==> config.mk <==
export PLATFORM = sky130hd
export DESIGN_NAME = pipeline_hazard_ctrl
export DESIGN_NICKNAME = d
export VERILOG_FILES = /design/src/rtl/arm_pipe_pkg.sv /design/src/rtl/mem_wait_fsm.sv /design/src/rtl/pipeline_hazard_ctrl.sv
export SDC_FILE = /design/constraint.sdc
export NUM_CORES = 1
export LEC_CHECK = 0
export ABC_AREA = 1
export ABC_CLOCK_PERIOD_IN_PS = 3100
export CORE_MARGIN = 2
export CORE_UTILIZATION = 52
export CTS_CLUSTER_SIZE = 25
export DETAILED_ROUTE_END_ITERATION = 7
export GPL_TIMING_DRIVEN = 1
export PLACE_DENSITY = 0.86
export SETUP_SLACK_MARGIN = 0.1
export SYNTH_ARGS = -nofsm -noshare
export SYNTH_HDL_FRONTEND = slang
export SYNTH_SLANG_ARGS = --single-unit
==> constraint.sdc <==
create_clock -name clk -period 3.1 [get_ports clk]
set_input_delay 0.62 -clock clk [delete_from_list [all_inputs] [get_ports clk]]
set_output_delay 0.62 -clock clk [all_outputs]
set_load 0.01 [all_outputs]
==> src/rtl/arm_pipe_pkg.sv <==
// Shared encodings for the 5-stage ARM pipeline control block.
package arm_pipe_pkg;

  // Default register-address width (16 architectural registers).
  localparam int DEF_REG_W = 4;

  // Width of the memory-wait down-counter; covers MEM_LAT up to 16.
  localparam int MW_CNT_W = 4;

  // EXE operand source select.
  typedef enum logic [1:0] {
    FWD_REG = 2'd0,
    FWD_MEM = 2'd1,
    FWD_WB  = 2'd2
  } fwd_sel_e;

  // Memory wait FSM states.
  typedef enum logic {
    MW_IDLE = 1'b0,
    MW_BUSY = 1'b1
  } mw_state_e;

endpackage

==> src/rtl/mem_wait_fsm.sv <==
// Multi-cycle data-memory wait: freezes the whole pipe for MEM_LAT-1 cycles
// of every access seen from IDLE.
module mem_wait_fsm
  import arm_pipe_pkg::*;
#(
  parameter int MEM_LAT = 1
) (
  input  logic clk,
  input  logic rst,
  input  logic mem_access_i,
  output logic freeze_all_o
);

  // MEM_LAT=1 accesses complete in a single cycle and never enter BUSY.
  localparam bit                  LONG = (MEM_LAT > 1);
  localparam logic [MW_CNT_W-1:0] LOAD = LONG ? MW_CNT_W'(MEM_LAT - 2) : '0;

  mw_state_e           state_q, state_d;
  logic [MW_CNT_W-1:0] cnt_q, cnt_d;
  logic                frz;

  // State and down-counter registers.
  always_ff @(posedge clk or negedge rst) begin
    if (!rst) begin
      state_q <= MW_IDLE;
      cnt_q   <= '0;
    end else begin
      state_q <= state_d;
      cnt_q   <= cnt_d;
    end
  end

  // Next state and freeze; mem_access in BUSY belongs to the same access.
  always_comb begin
    state_d = state_q;
    cnt_d   = cnt_q;
    frz     = 1'b0;
    case (state_q)
      MW_IDLE: begin
        if (mem_access_i && LONG) begin
          frz     = 1'b1;
          cnt_d   = LOAD;
          state_d = MW_BUSY;
        end
      end
      MW_BUSY: begin
        frz = (cnt_q != '0);
        if (cnt_q != '0) cnt_d   = cnt_q - 1'b1;
        else             state_d = MW_IDLE;
      end
      default: state_d = MW_IDLE;
    endcase
  end

  // Gate with reset so a mid-BUSY reset drops the freeze immediately.
  assign freeze_all_o = frz & rst;

endmodule

==> src/rtl/pipeline_hazard_ctrl.sv <==
// Pipeline control for the 5-stage core: hazard stall, EXE forwarding,
// memory-wait freeze, branch flush and stall/flush performance counters.
module pipeline_hazard_ctrl
  import arm_pipe_pkg::*;
#(
  parameter int REG_W   = DEF_REG_W,
  parameter bit FWD_EN  = 1'b1,
  parameter int MEM_LAT = 1,
  parameter int CNT_W   = 16
) (
  input  logic             clk,
  input  logic             rst,
  input  logic             id_valid,
  input  logic [REG_W-1:0] id_src1,
  input  logic [REG_W-1:0] id_src2,
  input  logic             id_two_src,
  input  logic [REG_W-1:0] exe_src1,
  input  logic [REG_W-1:0] exe_src2,
  input  logic [REG_W-1:0] exe_dest,
  input  logic             exe_wb_en,
  input  logic             exe_mem_r_en,
  input  logic [REG_W-1:0] mem_dest,
  input  logic             mem_wb_en,
  input  logic             mem_access,
  input  logic [REG_W-1:0] wb_dest,
  input  logic             wb_wb_en,
  input  logic             branch_taken,
  input  logic             cnt_clr,
  output logic             freeze_all,
  output logic             freeze_front,
  output logic             id_bubble,
  output logic             flush,
  output logic [1:0]       fwd_sel_a,
  output logic [1:0]       fwd_sel_b,
  output logic [CNT_W-1:0] stall_cnt,
  output logic [CNT_W-1:0] flush_cnt
);

  logic             hazard;
  fwd_sel_e         sel_a, sel_b;
  logic [CNT_W-1:0] stall_cnt_q, stall_cnt_d;
  logic [CNT_W-1:0] flush_cnt_q, flush_cnt_d;

  // Does a producer (dest, en) write a register the ID instruction reads?
  function automatic logic id_match(input logic [REG_W-1:0] d, input logic en,
                                    input logic v, input logic [REG_W-1:0] s1,
                                    input logic [REG_W-1:0] s2, input logic two);
    return en && v && (d == s1 || (two && d == s2));
  endfunction

  // Per-operand forward source; MEM result is younger so it wins over WB.
  function automatic fwd_sel_e pick(input logic [REG_W-1:0] src);
    if (!FWD_EN)                       return FWD_REG;
    if (mem_wb_en && mem_dest == src)  return FWD_MEM;
    if (wb_wb_en  && wb_dest  == src)  return FWD_WB;
    return FWD_REG;
  endfunction

  mem_wait_fsm #(.MEM_LAT(MEM_LAT)) u_mem_wait (
    .clk          (clk),
    .rst          (rst),
    .mem_access_i (mem_access),
    .freeze_all_o (freeze_all)
  );

  // Hazard: with forwarding only a load in EXE cannot be bypassed in time.
  always_comb begin
    hazard = 1'b0;
    if (FWD_EN)
      hazard = id_match(exe_dest, exe_wb_en && exe_mem_r_en,
                        id_valid, id_src1, id_src2, id_two_src);
    else
      hazard = id_match(exe_dest, exe_wb_en, id_valid, id_src1, id_src2, id_two_src) ||
               id_match(mem_dest, mem_wb_en, id_valid, id_src1, id_src2, id_two_src);
  end

  // Forwarding selects for both EXE operands.
  always_comb begin
    sel_a = pick(exe_src1);
    sel_b = pick(exe_src2);
  end

  // Output priority: memory freeze > branch flush > hazard stall; all zero in reset.
  always_comb begin
    flush        = 1'b0;
    freeze_front = 1'b0;
    id_bubble    = 1'b0;
    fwd_sel_a    = 2'(FWD_REG);
    fwd_sel_b    = 2'(FWD_REG);
    if (rst) begin
      fwd_sel_a = 2'(sel_a);
      fwd_sel_b = 2'(sel_b);
      if (!freeze_all) begin
        flush        = branch_taken;
        freeze_front = hazard && !branch_taken;
        id_bubble    = hazard && !branch_taken;
      end
    end
  end

  // Saturating counter next state; clear wins over increment.
  always_comb begin
    stall_cnt_d = stall_cnt_q;
    flush_cnt_d = flush_cnt_q;
    if (cnt_clr) begin
      stall_cnt_d = '0;
      flush_cnt_d = '0;
    end else begin
      if ((freeze_all || freeze_front) && stall_cnt_q != '1) stall_cnt_d = stall_cnt_q + 1'b1;
      if (flush && flush_cnt_q != '1)                        flush_cnt_d = flush_cnt_q + 1'b1;
    end
  end

  // Performance counter registers.
  always_ff @(posedge clk or negedge rst) begin
    if (!rst) begin
      stall_cnt_q <= '0;
      flush_cnt_q <= '0;
    end else begin
      stall_cnt_q <= stall_cnt_d;
      flush_cnt_q <= flush_cnt_d;
    end
  end

  assign stall_cnt = stall_cnt_q;
  assign flush_cnt = flush_cnt_q;

endmodule

==> impl_metrics.ini <==
[synth]
synth-seq-cells = 37
ys_seq_area_share_pct = 33.5
synth_cells = 388
avgSynthCellArea_um2 = 7.12
ys_async_sr_fraction_pct = 100
ys.flop_type = dfrtp_1
synth_edf_count = 0
synthesis.area_um2 = 2760
syn_nets = 430
yosysTopAreaCellShare_pct = 33.5
ys_warn_count = 0
synth.top_cells.by_area = dfrtp_1 (34%), nand2_1 (14%), xor2_1 (7.6%)
yosys.area.top_type = dfrtp_1
ys_types = 32

[place]
dp_hpwl_um = 5020
portBuffers = 77
placed_cells = 527
place_area_um2 = 3560
place_worst_setup_slack_ns = 0.173
place.gp.congestion = 0.897

[die]
core.rowCount = 26
start_util_pct = 54.1
die_area_um2 = 5910
die_w_um = 76.9
die_y_um = 76.9
core_um2 = 5110
num_io_pins = 79

[outcome]
status = completed

[setup_path]
criticalPathCategory = in -> out
r2r-start = stall_cnt[0]
crit_arrival_ns = 2.30
timing.reg2reg.setup_slack_ns = 1.07
start_kind = primary input
crit-reg2reg-capture = stall_cnt[4]
required_ns = 2.48
ff2ff_path_depth = 9
crit_path_end_kind = primary output
path_max_fanout = 4

[global_route]
antenna_found_initial = 0
grt_pass1_wl_um = 11600
grt_usage_pct = 23.9
grt_max_degree = 39
globalRouteOverflowTotal = 0
grt_pass1_vias = 2616

[drt]
vias = 2798
drt_wl_total_um = 6680
drc = 0
drt_pass1_iterations = 5
antenna_left = 0
drt_iter0_markers = 156
via_per_inst = 5.23
wl_per_cell_um = 12.5

[sta]
hold_viol_final = 0
worst_slack_ns = 0.181
setup_tns_ns = 0
rsz0062_at_grt = false
drv_slew = 0
finClkSkew_ns = 0.0113
finalCriticalPeriod_ns = 2.92
finalSetupViolations = 0
fin_crit_sh_pct = 94.2
relSlewSlack_pct = 69.0
timing.fmax_mhz = 343
timing.hold.ws_ns = 0.452
worst_slew_pin_slew_ns = 0.465

[cts]
clk_latency_ns = 0.28
numCtsBuffers = 5
cts_resized = 0
htreeDepth = 2
cts_root_buf = clkbuf_8
clkTransAtPathRegs_ns = 0.07
post_cts_buffers = 0
cts_buffer_depth = 2
cts_tree = yes
hold_buffers = 0
cts_sinks = 37

[cells_and_area]
final_common_cell = nand2_1
nets = 506
final_cell_mix = nand2_1 (101), clkdlybuf4s50_1 (74), inv_1 (51)
fin_area_um2 = 3690
drive_gt1_share_pct = 7.10
area_growth_pct = 33.5
diodes = 0
layoutNonFillerInstCount = 535

[hold_path]
hp-class = in -> async

[power_and_ir_drop]
p_leak_nw = 1.81
power.density_nw_per_um2 = 286
ir_drop_v = 0.000203

[flow_run]
drv_cap = 0
## stage by stage
step                      total power, mW  utilization (%)
after floorplan                     0.557                -
after global placement              0.635             69.7
after detailed placement            0.638             69.7
final                                1.05             72.2
after CTS                            1.06             72.0
after global routing                 1.10             72.2
## power by group
part	switching, mW	internal [mW]	total [mW]
Clock	0.163	0.262	0.426
Sequential	0.00274	0.484	0.487
Combinational	0.0714	0.0706	0.142
## layout make-up
class,instances,area [µm²]
Multi-Input combinational cell,287,1560
Fill cell,426,1420
Sequential cell,37,926
Timing Repair Buffer,80,793
Inverter,53,200
Tap cell,70,87.6
Clock buffer,7,86.3
Clock inverter,1,30.0
## cells by family (layout without fill, tap and decap cells)
logic type / after synthesis / after routing / synth area share, %
buffers and inverters: 64 / 141 / 10.0
AO/OA/AOI/OAI: 26 / 26 / 5.48
XOR/XNOR: 34 / 34 / 10.8
adder cells (fa/ha/maj): 3 / 3 / 1.36
flip-flops: 37 / 37 / 33.5
AND/OR/NAND/NOR: 224 / 224 / 38.8
## sequential cells by signal, indices dropped and copies added, names as in the netlist
signal,count
stall_cnt,16
u_mem_wait.state_q,1
flush_cnt,16
u_mem_wait.cnt_q,4
## metal layers
| metal | GRT usage, % | vias to the layer above | wire, µm |
|---|---|---|---|
| li1 | - | 1392 | - |
| met1 | 30.3 | 1308 | 2980 |
| met2 | 41.0 | 92 | 3280 |
| met3 | 5.41 | 6 | 343 |
| met4 | 6.18 | 0 | 71 |
| met5 | 0 | - | 0 |
## worst max-delay path, cell delays in order
cell	delay, ns
clkdlybuf4s50_1	0.54
o21ai_0	0.11
a221oi_1	0.26
nand3_1	0.11
nor2_1	0.12
clkdlybuf4s50_1	0.54
## worst max path at each step
stage	depth (start not counted)	from	endpoint
after CTS	10	exe_dest[1]	freeze_front
after floorplan	9	u_mem_wait.cnt_q[0]	id_bubble
after detailed placement	10	exe_dest[3]	freeze_front
final	6	exe_src1[0]	fwd_sel_a[0]
after global routing	8	exe_src2[3]	fwd_sel_b[1]
after global placement	6	exe_src1[0]	fwd_sel_a[0]
## cells in the mapped netlist (all sizes together) (2+ instances only)
cell,instances
nand3,37
nand2,109
a21oi,5
ha,3
dfrtp,37
o22ai,2
buf,9
nor2,48
o21ai,13
nor3,8
nand4,22
xnor2,10
xor2,24
clkbuf,2
inv,52
(Power assumes the default switching activity.)
